<file path="src/rtl/lcd_pkg.sv">
// ---------------------------------------------------------------------------
// lcd_pkg
// Shared definitions for the LCD SPI decoder: command opcodes, command FSM
// state encoding and an opcode-to-state helper.
// ---------------------------------------------------------------------------
package lcd_pkg;

    localparam logic [7:0] OP_NOP   = 8'h00;
    localparam logic [7:0] OP_CASET = 8'h2A;
    localparam logic [7:0] OP_RASET = 8'h2B;
    localparam logic [7:0] OP_RAMWR = 8'h2C;

    localparam int unsigned BITS_PER_BYTE = 8;

    typedef enum logic [2:0] {
        ST_IDLE  = 3'd0,
        ST_CASET = 3'd1,
        ST_RASET = 3'd2,
        ST_RAMWR = 3'd3,
        ST_SKIP  = 3'd4
    } lcd_state_e;

    // Every command byte selects a new state; unknown opcodes (and NOP)
    // park the FSM in SKIP so their argument bytes are ignored.
    function automatic lcd_state_e opcode_to_state(input logic [7:0] op);
        case (op)
            OP_CASET: return ST_CASET;
            OP_RASET: return ST_RASET;
            OP_RAMWR: return ST_RAMWR;
            default:  return ST_SKIP;
        endcase
    endfunction

endpackage

</file>
<file path="src/rtl/lcd_spi_byte_rx.sv">
// ---------------------------------------------------------------------------
// lcd_spi_byte_rx
// Oversampling SPI byte receiver. All SPI pins are brought into the clk
// domain through two-flop synchronizers; the sampling edge is detected on
// the synchronized spi_clk and bits are shifted MSB first.
//
// Ports
//   clk, resn           system clock, asynchronous active-low reset
//   spi_*               raw SPI pins (asynchronous to clk)
//   rx_done             combinational: a byte completes on the next clk edge
//   rx_data, rx_dc      combinational byte/dc belonging to rx_done
//   spi_resn_sync       synchronized display reset (active low)
//   byte_valid          registered one-cycle strobe per byte
//   byte_data, byte_dc  registered byte and dc, held between strobes
// ---------------------------------------------------------------------------
module lcd_spi_byte_rx
    import lcd_pkg::*;
#(
    parameter int c_sample_rising = 1
) (
    input  logic       clk,
    input  logic       resn,
    input  logic       spi_csn,
    input  logic       spi_clk,
    input  logic       spi_mosi,
    input  logic       spi_dc,
    input  logic       spi_resn,
    output logic       rx_done,
    output logic [7:0] rx_data,
    output logic       rx_dc,
    output logic       spi_resn_sync,
    output logic       byte_valid,
    output logic [7:0] byte_data,
    output logic       byte_dc
);

    // Synchronizer bit order: {csn, clk, mosi, dc, resn}. Idle values keep
    // the receiver deselected and the display out of reset.
    localparam logic [4:0] SYNC_IDLE = 5'b10001;
    localparam logic [2:0] LAST_BIT  = 3'(BITS_PER_BYTE - 1);

    logic [4:0] sync1_q, sync2_q;
    logic       clk_prev_q;
    logic       edge_q, edge_d;
    logic       bit_q, bit_d;
    logic       dc_q, dc_d;
    logic [6:0] shift_q, shift_d;
    logic [2:0] cnt_q, cnt_d;
    logic       byte_valid_q, byte_valid_d;
    logic [7:0] byte_data_q, byte_data_d;
    logic       byte_dc_q, byte_dc_d;

    logic csn_s, sclk_s, mosi_s, dc_s, resn_s;
    logic sample_edge, abort;

    always_comb begin
        csn_s  = sync2_q[4];
        sclk_s = sync2_q[3];
        mosi_s = sync2_q[2];
        dc_s   = sync2_q[1];
        resn_s = sync2_q[0];

        if (c_sample_rising != 0) sample_edge = sclk_s & ~clk_prev_q;
        else                      sample_edge = ~sclk_s & clk_prev_q;

        // A deselect or display reset throws away any partial byte.
        abort = csn_s | ~resn_s;

        // Sample stage: capture the bit that belongs to the detected edge.
        edge_d = sample_edge & ~abort;
        bit_d  = mosi_s;
        dc_d   = dc_s;

        // Shift stage: the 8th bit completes the byte.
        rx_done = edge_q & ~abort & (cnt_q == LAST_BIT);
        rx_data = {shift_q, bit_q};
        rx_dc   = dc_q;

        shift_d = shift_q;
        cnt_d   = cnt_q;
        if (abort) begin
            cnt_d = '0;
        end else if (edge_q) begin
            shift_d = {shift_q[5:0], bit_q};
            cnt_d   = cnt_q + 3'd1;
        end

        byte_valid_d = rx_done;
        byte_data_d  = rx_done ? rx_data : byte_data_q;
        byte_dc_d    = rx_done ? rx_dc   : byte_dc_q;
    end

    always_ff @(posedge clk or negedge resn) begin
        if (!resn) begin
            sync1_q      <= SYNC_IDLE;
            sync2_q      <= SYNC_IDLE;
            clk_prev_q   <= 1'b0;
            edge_q       <= 1'b0;
            bit_q        <= 1'b0;
            dc_q         <= 1'b0;
            shift_q      <= '0;
            cnt_q        <= '0;
            byte_valid_q <= 1'b0;
            byte_data_q  <= '0;
            byte_dc_q    <= 1'b0;
        end else begin
            sync1_q      <= {spi_csn, spi_clk, spi_mosi, spi_dc, spi_resn};
            sync2_q      <= sync1_q;
            clk_prev_q   <= sclk_s;
            edge_q       <= edge_d;
            bit_q        <= bit_d;
            dc_q         <= dc_d;
            shift_q      <= shift_d;
            cnt_q        <= cnt_d;
            byte_valid_q <= byte_valid_d;
            byte_data_q  <= byte_data_d;
            byte_dc_q    <= byte_dc_d;
        end
    end

    assign spi_resn_sync = sync2_q[0];
    assign byte_valid    = byte_valid_q;
    assign byte_data     = byte_data_q;
    assign byte_dc       = byte_dc_q;

endmodule

</file>
<file path="src/rtl/lcd_spi_decoder.sv">
// ---------------------------------------------------------------------------
// lcd_spi_decoder
// Decodes an ST7789-style SPI command stream (CASET / RASET / RAMWR) into
// byte strobes and RGB565 pixel writes with screen coordinates.
//
// Ports
//   clk, resn        system clock (>= 4x spi_clk), async active-low reset
//   spi_csn/clk/mosi/dc/resn   raw SPI display pins
//   byte_valid, byte_data, byte_dc            per-byte strobe and contents
//   pixel_valid, pixel_x, pixel_y, pixel_color   per-pixel strobe and contents
// ---------------------------------------------------------------------------
module lcd_spi_decoder
    import lcd_pkg::*;
#(
    parameter int c_x_size        = 240,
    parameter int c_y_size        = 240,
    parameter int c_x_bits        = $clog2(c_x_size),
    parameter int c_y_bits        = $clog2(c_y_size),
    parameter int c_sample_rising = 1
) (
    input  logic                clk,
    input  logic                resn,
    input  logic                spi_csn,
    input  logic                spi_clk,
    input  logic                spi_mosi,
    input  logic                spi_dc,
    input  logic                spi_resn,
    output logic                byte_valid,
    output logic [7:0]          byte_data,
    output logic                byte_dc,
    output logic                pixel_valid,
    output logic [c_x_bits-1:0] pixel_x,
    output logic [c_y_bits-1:0] pixel_y,
    output logic [15:0]         pixel_color
);

    localparam logic [15:0] X_LAST = 16'(c_x_size - 1);
    localparam logic [15:0] Y_LAST = 16'(c_y_size - 1);

    logic       rx_done;
    logic [7:0] rx_data;
    logic       rx_dc;
    logic       rx_resn;

    lcd_spi_byte_rx #(
        .c_sample_rising (c_sample_rising)
    ) u_byte_rx (
        .clk           (clk),
        .resn          (resn),
        .spi_csn       (spi_csn),
        .spi_clk       (spi_clk),
        .spi_mosi      (spi_mosi),
        .spi_dc        (spi_dc),
        .spi_resn      (spi_resn),
        .rx_done       (rx_done),
        .rx_data       (rx_data),
        .rx_dc         (rx_dc),
        .spi_resn_sync (rx_resn),
        .byte_valid    (byte_valid),
        .byte_data     (byte_data),
        .byte_dc       (byte_dc)
    );

    lcd_state_e          state_q, state_d;
    logic [1:0]          arg_idx_q, arg_idx_d;
    logic                toggle_q, toggle_d;
    logic [7:0]          hi_q, hi_d;
    logic [15:0]         xs_q, xs_d, xe_q, xe_d;
    logic [15:0]         ys_q, ys_d, ye_q, ye_d;
    logic [15:0]         px_q, px_d, py_q, py_d;
    logic                pixel_valid_q, pixel_valid_d;
    logic [c_x_bits-1:0] pixel_x_q, pixel_x_d;
    logic [c_y_bits-1:0] pixel_y_q, pixel_y_d;
    logic [15:0]         pixel_color_q, pixel_color_d;

    always_comb begin
        state_d       = state_q;
        arg_idx_d     = arg_idx_q;
        toggle_d      = toggle_q;
        hi_d          = hi_q;
        xs_d          = xs_q;
        xe_d          = xe_q;
        ys_d          = ys_q;
        ye_d          = ye_q;
        px_d          = px_q;
        py_d          = py_q;
        pixel_valid_d = 1'b0;
        pixel_x_d     = pixel_x_q;
        pixel_y_d     = pixel_y_q;
        pixel_color_d = pixel_color_q;

        if (!rx_resn) begin
            // Display reset restores the full-screen window; outputs hold.
            state_d   = ST_IDLE;
            arg_idx_d = '0;
            toggle_d  = 1'b0;
            xs_d      = '0;
            xe_d      = X_LAST;
            ys_d      = '0;
            ye_d      = Y_LAST;
            px_d      = '0;
            py_d      = '0;
        end else if (rx_done) begin
            if (!rx_dc) begin
                state_d   = opcode_to_state(rx_data);
                arg_idx_d = '0;
                toggle_d  = 1'b0;
                if (rx_data == OP_RAMWR) begin
                    px_d = xs_q;
                    py_d = ys_q;
                end
            end else begin
                case (state_q)
                    ST_CASET, ST_RASET: begin
                        if (state_q == ST_CASET) begin
                            case (arg_idx_q)
                                2'd0:    xs_d[15:8] = rx_data;
                                2'd1:    xs_d[7:0]  = rx_data;
                                2'd2:    xe_d[15:8] = rx_data;
                                default: xe_d[7:0]  = rx_data;
                            endcase
                        end else begin
                            case (arg_idx_q)
                                2'd0:    ys_d[15:8] = rx_data;
                                2'd1:    ys_d[7:0]  = rx_data;
                                2'd2:    ye_d[15:8] = rx_data;
                                default: ye_d[7:0]  = rx_data;
                            endcase
                        end
                        // After the 4th argument any surplus bytes are ignored.
                        if (arg_idx_q == 2'd3) state_d = ST_SKIP;
                        arg_idx_d = arg_idx_q + 2'd1;
                    end
                    ST_RAMWR: begin
                        if (!toggle_q) begin
                            hi_d     = rx_data;
                            toggle_d = 1'b1;
                        end else begin
                            toggle_d      = 1'b0;
                            pixel_valid_d = 1'b1;
                            pixel_color_d = {hi_q, rx_data};
                            pixel_x_d     = px_q[c_x_bits-1:0];
                            pixel_y_d     = py_q[c_y_bits-1:0];
                            // Raster advance within the window, wrapping to its origin.
                            if (px_q == xe_q) begin
                                px_d = xs_q;
                                py_d = (py_q == ye_q) ? ys_q : py_q + 16'd1;
                            end else begin
                                px_d = px_q + 16'd1;
                            end
                        end
                    end
                    default: ;
                endcase
            end
        end
    end

    always_ff @(posedge clk or negedge resn) begin
        if (!resn) begin
            state_q       <= ST_IDLE;
            arg_idx_q     <= '0;
            toggle_q      <= 1'b0;
            hi_q          <= '0;
            xs_q          <= '0;
            xe_q          <= X_LAST;
            ys_q          <= '0;
            ye_q          <= Y_LAST;
            px_q          <= '0;
            py_q          <= '0;
            pixel_valid_q <= 1'b0;
            pixel_x_q     <= '0;
            pixel_y_q     <= '0;
            pixel_color_q <= '0;
        end else begin
            state_q       <= state_d;
            arg_idx_q     <= arg_idx_d;
            toggle_q      <= toggle_d;
            hi_q          <= hi_d;
            xs_q          <= xs_d;
            xe_q          <= xe_d;
            ys_q          <= ys_d;
            ye_q          <= ye_d;
            px_q          <= px_d;
            py_q          <= py_d;
            pixel_valid_q <= pixel_valid_d;
            pixel_x_q     <= pixel_x_d;
            pixel_y_q     <= pixel_y_d;
            pixel_color_q <= pixel_color_d;
        end
    end

    assign pixel_valid = pixel_valid_q;
    assign pixel_x     = pixel_x_q;
    assign pixel_y     = pixel_y_q;
    assign pixel_color = pixel_color_q;

endmodule

</file>
<file path="config.mk">
export PLATFORM = sky130hd
export DESIGN_NAME = lcd_spi_decoder
export DESIGN_NICKNAME = d
export VERILOG_FILES = /design/src/rtl/lcd_pkg.sv /design/src/rtl/lcd_spi_byte_rx.sv /design/src/rtl/lcd_spi_decoder.sv
export SDC_FILE = /design/constraint.sdc
export NUM_CORES = 1
export LEC_CHECK = 0
export CORE_MARGIN = 4
export CORE_UTILIZATION = 45
export CTS_BUF_LIST = sky130_fd_sc_hd__clkbuf_16
export DETAILED_ROUTE_END_ITERATION = 8
export GPL_TIMING_DRIVEN = 0
export PLACE_DENSITY = 0.71
export SETUP_SLACK_MARGIN = 0.5
export SLEW_MARGIN = 20
export SYNTH_ARGS = -nofsm -noshare
export SYNTH_HDL_FRONTEND = slang
export SYNTH_HIERARCHICAL = 1
export SYNTH_SLANG_ARGS = --single-unit
</file>
<file path="constraint.sdc">
create_clock -name clk -period 2.68 [get_ports clk]
set_clock_uncertainty 0.1 [all_clocks]
set_input_delay 0.268 -clock clk [delete_from_list [all_inputs] [get_ports clk]]
set_output_delay 0.268 -clock clk [all_outputs]
set_load 0.02 [all_outputs]
</file>
Yosys cells after proc, flatten, opt, wreduce, memory -nomap -nowiden --
Cells that the tools add are included.
Word-level totals: output and inout bits 43, register bits after elaboration 177, bits of input ports 7, word-level logic and storage cells 150
Operators by class: add/subtract/negate cells 4, mux-type cells 61, eq/ne operators 27, reduce and logical (&&, ||, !) cells 20, bitwise gates (word level) 9
Operators with widths (count):
- $mux 16 | 35
- $reduce_and 5->1 | 11
- $add 16x1->16 const B | 2
- $eq 16x16->1 | 2
- $mux 8 | 4
- $eq 8x6->1 const B | 3
- $mux 3 | 7
- $ne 2x2->1 const B | 9
- $ne 3x3->1 const B | 6
- $mux 1 | 10
- $pmux 3 s3 | 1
- $mux 2 | 4
- $eq 3x2->1 const B | 2
- $reduce_and 2->1 | 3
- $and 1x1->1 | 4
- $eq 2x2->1 const B | 2
- $not 1->1 | 4
- $reduce_and 4->1 | 1
- $add 3x1->3 const B | 1
- $eq 3x1->1 const B | 1
- $eq 3x3->1 const B | 1
- $reduce_and 3->1 | 1
- $reduce_or 3->1 | 1
- $add 2x1->2 const B | 1
- other kinds (5) | 5

Logic depth before layout (Yosys ltp) --
Gate-level depths: netlist of run 1.
word-level depth 8, gate-level depth with buffers 12, gate-level depth less buffers 10

Cells and area by module --
The synthesis of run 1 kept the hierarchy.
Modules (own cells, without submodules):
- lcd_spi_decoder | cells an instance 661, sequential area each 3595.9 sq um, area an instance 6870.3 sq um, instances 1
- lcd_spi_byte_rx | cells an instance 65, sequential area each 855.8 sq um, area an instance 1168.6 sq um, instances 1

Worst setup path before layout of run 1 --
No wires, ideal clock.
kind flip-flop to flip-flop, start register u_byte_rx.cnt_q[0], end register py_q[11], buffers on the path 3, setup time 0.127 ns, slack 0.189 ns, required time 2.453 ns, cell stages (with the launch flop) 13, arrival 2.264 ns, clock period less this slack 2.491 ns, path through dfrtp_1 > ha_1 > ha_1 > nand4b_4 > inv_1 > clkbuf_1 > o21ai_0 > o21a_1 > buf_4 > o21bai_2 > buf_6 > a21oi_1 > o22ai_1
On the way: cells in the longest elaborated chain, start to end 4
RTL lines:
- start: declaration | RTL line lcd_spi_byte_rx.sv:48 | logic [2:0] cnt_q, cnt_d;
- start signal: assignment | RTL line lcd_spi_byte_rx.sv:114 | cnt_q <= cnt_d;
- $eq 3x3->1 | RTL line lcd_spi_byte_rx.sv:75 | rx_done = edge_q & ~abort & (cnt_q == LAST_BIT);
- $and 1x1->1 | RTL line lcd_spi_byte_rx.sv:75
- via rx_done | RTL line lcd_spi_decoder.sv:40 | logic rx_done;
- $ne 2x2->1 (no source line)
- $reduce_and 5->1 (no source line)
- end signal: assignment | RTL line lcd_spi_decoder.sv:185 | py_q <= py_d;
- end: declaration | RTL line lcd_spi_decoder.sv:70 | logic [15:0] px_q, px_d, py_q, py_d;
The timed path passes the listed nets, and every way through them passes these cells. A chain may end at the register's enable or synchronous reset.

Worst setup path after layout of run 1 --
start register xe_q[3], end register px_q[10]
On the way: cells in the longest elaborated chain, start to end 7
RTL lines:
- start: declaration | RTL line lcd_spi_decoder.sv:68 | logic [15:0] xs_q, xs_d, xe_q, xe_d;
- start signal: assignment | RTL line lcd_spi_decoder.sv:166 | xe_q <= X_LAST;
- start signal: assignment | RTL line lcd_spi_decoder.sv:181 | xe_q <= xe_d;
- $eq 16x16->1 | RTL line lcd_spi_decoder.sv:145 | if (px_q == xe_q) begin
- $mux 16 | RTL line lcd_spi_decoder.sv:145
- $mux 16 | RTL line lcd_spi_decoder.sv:135 | if (!toggle_q) begin
- $mux 16 | RTL line lcd_spi_decoder.sv:113 | case (state_q)
- $mux 16 | RTL line lcd_spi_decoder.sv:104 | if (!rx_dc) begin
- $mux 16 | RTL line lcd_spi_decoder.sv:103 | end else if (rx_done) begin
- $mux 16 | RTL line lcd_spi_decoder.sv:92 | if (!rx_resn) begin
- end signal: assignment | RTL line lcd_spi_decoder.sv:184 | px_q <= px_d;
- end: declaration | RTL line lcd_spi_decoder.sv:70
Every way passes these cells. The select of a mux whose other input is x is not followed.

==> summary.txt, run 1 <==
outcome: finished, final reports clean
CP required: 2.89 ns
initial antenna violation count: 0
Inserted Diodes: 0
RSZ-0062 raised after global routing: yes
post-DR wirelength/cell: 19.2 um
P per Cell Area: 557 mW/mm2
dominant register cell in the synthesized netlist: dfrtp_1
sequential fraction of the synthesis area: 55.4%
CP max FO: 7
largest net degree at the start of global routing: 97
Final #Nets: 862
boundary pin count: 50
htree depth: 4
#FFs+latches synth: 177
grt ovf: 0
Hold Path Class: in -> reg
TritonCTS buffer count: 17
GPL Wtd Cong: 0.846
syn_nets: 742
synthesized netlist cell count: 726
LEAKAGE: 4.59 nW
Setup crit start kind: register
hold slack: 0.135 ns
CTS tree: done
first-pass GRT wire length: 32.7 mm
CP max stage delay: 0.58 ns
CP cell instances: xnor2_2 -> nand4_1 -> buf_4 -> o41ai_4 -> buf_6 -> nor2_4 -> clkbuf_8 -> a21oi_1 -> o22ai_1
Tmin final: 2.36 ns
Mapped Area: 0.00804 mm2
Initial DRT Pass Iterations: 5
Slew @ Worst Pin: 0.628 ns
design area: 0.0105 mm2
max frequency: 424 MHz
critical path arrival: 2.57 ns
DR iter-0 viols: 454
Die Ht: 142 um
IO buf count: 49
share of synthesized registers carrying an async set or reset: 100%
clk sink count: 177
CTS Root Cell: clkbuf_16
Max Slew Vio Count: 0
Core ar.: 0.0174 mm2
Avg Vias per Cell: 5.62
Post-synth EDFFs: 0
Area Overhead vs Synth: 30.3%
Post-DP HPWL: 12.9 mm
Post-Place Cells: 1001
number of global-route vias before repair: 6041
Final Hold Vio Count: 0
routed wire length: 20.8 mm
clk buf depth: 2
FF/Latch Area: 0.00446 mm2
number of max-cap violations: 0
All-Layer GR Usage: 20.8%
share of cells above drive strength 1: 34.0%
DRC errors left: 0
Fillers: 1377
Tcrit/Tclk final: 88.0%
Clock Latency Late Sink: 0.44 ns
Slew headroom: 58.2%
Final setup viols: 0
Die Wd: 142 um
clock-pin slew on the worst setup and hold paths: 0.07 ns
Initial Util: 46.2%
Die Area: 0.0201 mm2
area post-placement: 0.00893 mm2
WS Path Type: reg -> reg
detailed-route via count: 6091
Slowest-stage cell, CP: dfstp_2
Antenna Nets Post-Route: 0
non-filler cells, final: 1084
row cnt: 48
peak supply drop: 0.000482 V
Syn. warnings: 6
Mapped Avg Cell Area: 11.1 um2
multi-input logic area: 0.00370 mm2
CP endpoint kind: register
setup tns final: 0 ns
Synth cell types: 58
[synth_stat cells, drive strengths merged, types with 5 or more instances]
library cell | n | share of area (%)
a21boi | 6 | 0.56
a21oi | 62 | 3.9
and2 | 11 | 0.86
buf | 14 | 1.3
clkbuf | 18 | 1.4
dfrtp | 159 | 49
dfstp | 18 | 5.9
ha | 9 | 1.4
inv | 31 | 1.4
mux2 | 74 | 10
nand2 | 96 | 4.5
nand3 | 10 | 0.62
nand4 | 14 | 1.1
nor2 | 33 | 1.7
nor2b | 9 | 0.70
nor3 | 23 | 1.5
nor3b | 5 | 0.47
o21ai | 24 | 1.5
o22ai | 26 | 2.0
o31a | 7 | 0.78
or3 | 6 | 0.48
xnor2 | 35 | 3.8
[kinds of logic after synthesis]
family,after synthesis,synth area share (%)
AO/OA/AOI/OAI,139,10.6
AND/OR/NAND/NOR,225,13.9
XOR/XNOR,35,3.81
flip-flops,177,55.4
buffers and inverters,63,4.09
adder cells (fa/ha/maj),9,1.40
multiplexers,78,10.9
[flip-flops by register name, indices dropped and copies added, names as in the netlist, 2 cells and up]
| register | count |
|---|---|
| pixel_color | 16 |
| px_q | 16 |
| py_q | 16 |
| xe_q | 16 |
| xs_q | 16 |
| ye_q | 16 |
| ys_q | 16 |
| hi_q | 8 |
| pixel_x | 8 |
| pixel_y | 8 |
| u_byte_rx/byte_data | 8 |
| u_byte_rx/shift_q | 7 |
| u_byte_rx/sync1_q | 5 |
| u_byte_rx/sync2_q | 5 |
| state_q | 3 |
| u_byte_rx/cnt_q | 3 |
| arg_idx_q | 2 |
[final timing paths]
| path | startpoint | end | slack, ns | cells past startpoint |
|---|---|---|---|---|
| min | spi_csn | u_byte_rx/sync1_q[4] | 0.14 | 1 |
| max reg2reg | xe_q[3] | px_q[10] | 0.32 | 9 |
| max | xe_q[3] | px_q[10] | 0.32 | 9 |
| min reg2reg | u_byte_rx/sync1_q[1] | u_byte_rx/sync2_q[1] | 0.25 | 0 |
| max in group asynchronous | resn | xe_q[1] | 1.31 | 3 |
| min in group asynchronous | resn | u_byte_rx/sync2_q[2] | 0.30 | 2 |
[routing by layer]
layer,vias up,share of wire (%),track usage [%]
met5,-,0,0
met4,0,2.8,8.79
met3,48,6.3,4.35
met2,224,46,31.1
met1,3038,45,29.6
li1,2781,-,-
[layout by cell type (no fill, tap or decap), drive strengths merged, types with 4 or more instances in the layout]
cell and instances:
nor2b 9, mux2 74, dfrtp 159, ha 9, o21ai 24, nand3 10
inv 42, nand2 96, a21oi 62, nor3b 5, mux2i 4, xnor2 35
nor2 33, nand4 14, nor4 4, and2 11, a21boi 6, dfstp 18
clkdlybuf4s50 48, o31a 7, or3 6, clkbuf 31, buf 70, nor3 23
o22ai 26
[critical path: cells and delay by family, from the launching register on]
kind,cells,cell delay (ns)
buf+inv,3,0.59
flops,1,0.58
compound gates,3,0.57
simple gates,2,0.27
xor+xnor,1,0.13
[what timing repair did]
action                                 4_1_cts  5_1_grt
endpoints found under the hold margin       75        0
setup buffers                               29       16
resized for setup                           65       72
setup endpoints to repair                  140      134
gates cloned                                 4        1
pin swaps                                   15       35
hold buffers                                 1        0
[cell type report]
type | instances | area share (%)
repair buffers | 101 | 9.89
clock inverters | 15 | 1.52
clock buffers | 17 | 4.06
well taps | 225 | 2.69
plain buffers | 32 | 2.78
flip-flops and latches | 177 | 42.6
multi-input cells | 486 | 35.3
inverters | 31 | 1.14
[power by group]
part / internal [mW] / leakage [nW] / switching [mW]
clock: 1.33 / 0.292 / 1.16
sequential: 2.77 / 2.36 / 0.0759
combinational: 0.228 / 1.94 / 0.267
total: 4.33 / 4.59 / 1.50
[through the flow]
stage	power (mW)	utilization, %	setup slack, ns
finish	5.83	60.1	0.321
global route	6.04	60.1	0.169
CTS	5.81	57.6	0.394
detailed placement	3.26	51.3	-0.292
global placement	3.25	51.1	-5.97
floorplan	3.11	-	0.479
Note: power is estimated with default switching activity, not from simulation.
==> inputs of run 2 (changes only) <==
--- a/config.mk
+++ b/config.mk
@@ -10,7 +10,7 @@
 export CTS_BUF_LIST = sky130_fd_sc_hd__clkbuf_16
 export DETAILED_ROUTE_END_ITERATION = 8
 export GPL_TIMING_DRIVEN = 0
-export PLACE_DENSITY = 0.71
+export PLACE_DENSITY = 0.68
 export SETUP_SLACK_MARGIN = 0.5
 export SLEW_MARGIN = 20
 export SYNTH_ARGS = -nofsm -noshare
==> constraint.sdc (replaced) <==
create_clock -name clk -period 3 [get_ports clk]
set_clock_uncertainty 0.1 [all_clocks]
set_input_delay 0.3 -clock clk [delete_from_list [all_inputs] [get_ports clk]]
set_output_delay 0.3 -clock clk [all_outputs]
set_load 0.02 [all_outputs]
==> run 2 against run 1 <==
  * Combinational power is 29% lower
  * Cell count is 3.6% lower
  * Critical path depth is 3 higher
  * Routed wire length is 6.0% lower
  * Maximum frequency is 4.2% lower
  * Worst hold slack better by 0.045 ns
  * Clock power is 5% lower
==> summary.txt, run 2 (same netlist as run 1, synthesis figures left out) <==
outcome: finished, final reports clean
Power Internal: 4.09 mW
Clock Latency Late Sink: 0.43 ns
peak supply drop: 0.000435 V
boundary pin count: 50
Initial DRT Pass Iterations: 5
non-filler cells, final: 1045
RR Startpoint: u_byte_rx/cnt_q[0]
Comb power frac: 6.7%
Slew @ Worst Pin: 0.613 ns
number of global-route vias before repair: 5919
worst hold path startpoint: spi_resn
max frequency: 406 MHz
clk buf depth: 2
Post-DP HPWL: 13.3 mm
Final Hold Vio Count: 0
CP endpoint kind: register
share of cells above drive strength 1: 22.3%
Avg Vias per Cell: 5.67
commonest non-fill, non-tap cell in the layout: dfrtp_1
Tcrit/Tclk final: 82.1%
Fillers: 1439
grt ovf: 0
hold path cells: 1
Max Slew Vio Count: 0
Initial Util: 46.2%
clock group share of total power: 44.9%
clock-pin slew on the worst setup and hold paths: 0.06 ns
IO buf count: 49
CP required: 3.20 ns
Die Wd: 142 um
initial antenna violation count: 0
DRC errors left: 0
Setup crit start kind: register
Core ar.: 0.0174 mm2
CTS Root Cell: clkbuf_16
switching portion of total power: 22.3%
reg-to-reg slack, setup: 0.54 ns
post-DR wirelength/cell: 18.7 um
critical path arrival: 2.67 ns
All-Layer GR Usage: 20.3%
Hold EP: u_byte_rx/sync1_q[0]
fin util: 55.7%
TritonCTS buffer count: 17
Antenna Nets Post-Route: 0
GPL Wtd Cong: 0.865
Flop pwr share: 48.4%
CP max FO: 10
Final setup viols: 0
first-pass GRT wire length: 31.9 mm
Tmin final: 2.46 ns
Die Area: 0.0201 mm2
reg-to-reg endpoint: py_q[4]
largest net degree at the start of global routing: 71
CTS tree: done
LEAKAGE: 4.30 nW
P per Cell Area: 543 mW/mm2
Psw: 1.17 mW
Inserted Diodes: 0
Post-Place Cells: 1002
most frequent cells in the layout: dfrtp_1 (158), nand2_1 (96), mux2_2 (74)
htree depth: 4
worst reg-to-reg path cell count: 12
detailed-route via count: 5922
number of max-cap violations: 0
WS Path Type: reg -> reg
Area Overhead vs Synth: 20.6%
row cnt: 48
RSZ-0062 raised after global routing: yes
clk sink count: 177
Slew headroom: 59.1%
setup tns final: 0 ns
Die Ht: 142 um
routed wire length: 19.5 mm
DR iter-0 viols: 549
Final #Nets: 823
Hold Path Class: in -> reg
[run 2: changes by cell type in the layout (fill, tap and decap cells not counted), moves of 8 or more]
cell      delta
o22ai_1     +10
nor2_4       -8
buf_4       -26
o22ai_2     -10
a21oi_2     -15
a21oi_1     +21
clkbuf_1    +10
[run 2: layout make-up]
cell class | instances | area, um2 | area share [%]
clock inverters | 15 | 201 | 2.08
well taps | 225 | 282 | 2.90
inverters | 31 | 116 | 1.20
plain buffers | 32 | 225 | 2.32
flip-flops and latches | 177 | 4450 | 45.9
clock buffers | 17 | 425 | 4.39
multi-input cells | 486 | 3350 | 34.6
repair buffers | 62 | 639 | 6.60
[run 2: timing repair]
item / in CTS / in global routing
setup endpoints to repair: 123 / 49
buffers inserted: 6 / 3
hold buffers: 1 / 0
endpoints found under the hold margin: 41 / 0
pin swaps: 2 / 2
resized for setup: 9 / 22
cloned: 1 / 0
[run 2: how the worst max path moves through the flow]
stage,from,end
floorplan,u_byte_rx/cnt_q[0],py_q[11]
global placement,resn,xs_q[14]
detailed placement,u_byte_rx/cnt_q[0],px_q[14]
CTS,ye_q[0],py_q[4]
global route,u_byte_rx/cnt_q[0],py_q[9]
finish,u_byte_rx/cnt_q[0],py_q[4]
[run 2: stage by stage]
stage                     cell area (um2)  worst slack, ns  power (mW)  hold slack (ns)
after floorplan                      8040            0.509        2.77          -0.0956
after global placement               8810            -5.33        2.89            0.234
after detailed placement             8870          -0.0861        2.92            0.116
after CTS                            9590            0.516        5.28            0.163
after global routing                 9690            0.473        5.46            0.160
final                                9690            0.536        5.26            0.181
[run 2: metal layers]
layer  share of wire [%]  global-route usage (%)
met4                 2.7                    8.43
met2                  46                    31.3
met1                  45                    28.2
met5                   0                       0
met3                 5.6                    3.94
[run 2: power groups by stage]
stage | Combinational, mW | Clock (mW) | Sequential (mW)
after detailed placement | 0.329 | 0 | 2.59
final | 0.351 | 2.36 | 2.55
after global routing | 0.387 | 2.52 | 2.55
after floorplan | 0.210 | 0 | 2.56
after global placement | 0.309 | 0 | 2.58
after CTS | 0.340 | 2.40 | 2.54
[run 2: critical path, cell delays in order (launching register included)]
cell and delay (ns):
dfrtp_1 0.36, ha_1 0.16, ha_2 0.19, nand4b_4 0.12
inv_2 0.11, buf_6 0.14, o21ai_1 0.12, o21a_1 0.22
buf_4 0.18, o21bai_4 0.23, buf_4 0.17, a21oi_1 0.14
o22ai_1 0.11
==> inputs of run 3 (changes only) <==
--- a/config.mk
+++ b/config.mk
@@ -10,7 +10,7 @@
 export CTS_BUF_LIST = sky130_fd_sc_hd__clkbuf_16
 export DETAILED_ROUTE_END_ITERATION = 8
 export GPL_TIMING_DRIVEN = 0
-export PLACE_DENSITY = 0.68
+export PLACE_DENSITY = 0.71
 export SETUP_SLACK_MARGIN = 0.5
 export SLEW_MARGIN = 20
 export SYNTH_ARGS = -nofsm -noshare
==> constraint.sdc (replaced) <==
create_clock -name clk -period 2.1 [get_ports clk]
set_clock_uncertainty 0.1 [all_clocks]
set_input_delay 0.21 -clock clk [delete_from_list [all_inputs] [get_ports clk]]
set_output_delay 0.21 -clock clk [all_outputs]
set_load 0.02 [all_outputs]
==> run 3 against run 2 <==
  * The run now ends with negative setup slack left
  * First-iteration DRC count fell by 7.5%
  * Routed wire length grew 25%
  * Flip-flop and latch count unchanged
  * Core utilization increased by 10 points
  * Critical path type unchanged
==> summary.txt, run 3 (same netlist as run 1, synthesis figures left out) <==
DRC errors left: 0
violated checks: negative setup slack
largest net degree at the start of global routing: 95
Slowest-stage cell, CP: nor3_4
clk sink count: 177
CP max stage delay: 0.37 ns
DR iter-0 viols: 508
setup tns final: -14.38 ns
Slew @ Worst Pin: 0.630 ns
All-Layer GR Usage: 23.0%
Max Slew Vio Count: 0
Power Internal: 5.69 mW
most frequent cells in the layout: dfrtp_1 (151), mux2_2 (61), nand2_1 (56)
initial antenna violation count: 0
boundary pin count: 50
worst reg-to-reg path cell count: 11
P per Cell Area: 663 mW/mm2
CP cell instances: ha_2 -> ha_4 -> nand4b_4 -> inv_2 -> nand4_1 -> inv_2 -> a41oi_4 -> nor3_4 -> buf_6 -> a21oi_2 -> o22ai_1
RSZ-0062 raised after global routing: yes
Post-DP HPWL: 12.9 mm
post-DR wirelength/cell: 22.0 um
Final setup viols: 115
CP endpoint kind: register
CTS tree: done
Initial DRT Pass Iterations: 5
WP buf/inv: 3
Setup crit start kind: register
design area: 0.0115 mm2
clock group share of total power: 41.6%
Tmin final: 2.45 ns
clock-pin slew on the worst setup and hold paths: 0.07 ns
CTS Root Cell: clkbuf_16
CP max FO: 5
TritonCTS buffer count: 17
Fillers: 1208
Avg Vias per Cell: 5.90
number of global-route vias before repair: 6543
IO buf count: 49
Clock Latency Late Sink: 0.43 ns
Flop pwr share: 47.9%
Post-Place Worst Slack: -0.855 ns
detailed-route via count: 6538
clk buf depth: 2
Area Overhead vs Synth: 43.2%
peak supply drop: 0.000698 V
WS Path Type: reg -> reg
Die Ht: 142 um
hold slack: 0.0882 ns
Final Hold Vio Count: 0
routed wire length: 24.3 mm
share of cells above drive strength 1: 46.8%
max frequency: 408 MHz
commonest non-fill, non-tap cell in the layout: dfrtp_1
number of max-cap violations: 0
row cnt: 48
GPL Wtd Cong: 0.843
critical path arrival: 2.70 ns
Post-Place Cells: 1001
Inserted Diodes: 0
first-pass GRT wire length: 36.0 mm
hold path cells: 1
Core ar.: 0.0174 mm2
family with the most delay on the worst path: simple AND/OR/NAND/NOR gates
Slew headroom: 57.6%
Psw: 1.94 mW
CP required: 2.35 ns
outcome: finished, violations left
htree depth: 4
area post-placement: 0.00901 mm2
final worst slack: -0.352 ns
Initial Util: 46.2%
Most Frequent Cell on Critical Path: inv_2
Comb power frac: 10.4%
Die Wd: 142 um
Final #Nets: 887
non-filler cells, final: 1108
Die Area: 0.0201 mm2
Hold Path Class: in -> reg
switching portion of total power: 25.5%
Tcrit/Tclk final: 117%
LEAKAGE: 5.18 nW
Stages on worst setup path: 11
Antenna Nets Post-Route: 0
grt ovf: 0
run 3: layout make-up:
class,count,area (um2),area share (%)
repair buffers,126,1400,12.1
inverters,31,116,1.01
multi-input cells,486,4230,36.7
plain buffers,32,452,3.92
clock buffers,17,425,3.70
flip-flops and latches,177,4460,38.8
clock inverters,14,155,1.35
well taps,225,282,2.45
run 3: worst paths after layout:
kind,from,to,slack [ns]
worst min-delay path,spi_resn,u_byte_rx/sync1_q[0],0.09
min in group asynchronous,resn,u_byte_rx/sync1_q[3],0.25
worst min register to register,u_byte_rx/sync1_q[3],u_byte_rx/sync2_q[3],0.25
worst max-delay path,u_byte_rx/cnt_q[0],py_q[5],-0.35
max in group asynchronous,resn,xe_q[6],0.75
worst max register to register,u_byte_rx/cnt_q[0],py_q[5],-0.35
run 3: per-layer routing:
layer | vias to the layer above | GRT usage, % | wire (um) | share of wire [%]
met5 | - | 0 | 0 | 0
met4 | 0 | 9.14 | 888 | 3.7
met3 | 67 | 5.59 | 1480 | 6.1
met2 | 306 | 35.6 | 11800 | 48
met1 | 3326 | 31.3 | 10200 | 42
li1 | 2839 | - | - | -
run 3: metrics by stage:
step,total power [mW],util [%]
6_report,7.63,66.1
5_1_grt,7.88,66.1
4_1_cts,7.49,61.6
3_5_place_dp,4.17,51.7
3_3_place_gp,4.15,51.5
2_1_floorplan,3.98,-
run 3: power by group through the flow:
stage / sequential, mW / combinational [mW] / clock (mW)
CTS: 3.64 / 0.652 / 3.20
global route: 3.67 / 0.841 / 3.37
detailed placement: 3.70 / 0.476 / 0
global placement: 3.69 / 0.459 / 0
floorplan: 3.66 / 0.313 / 0
finish: 3.66 / 0.796 / 3.18
run 3: timing repair:
action / CTS / global route
cloned: 10 / 3
setup buffers: 42 / 20
resized for setup: 210 / 151
endpoints found under the hold margin: 75 / 0
hold buffers: 1 / 0
pin swaps: 47 / 81
endpoints found under the setup margin: 186 / 152
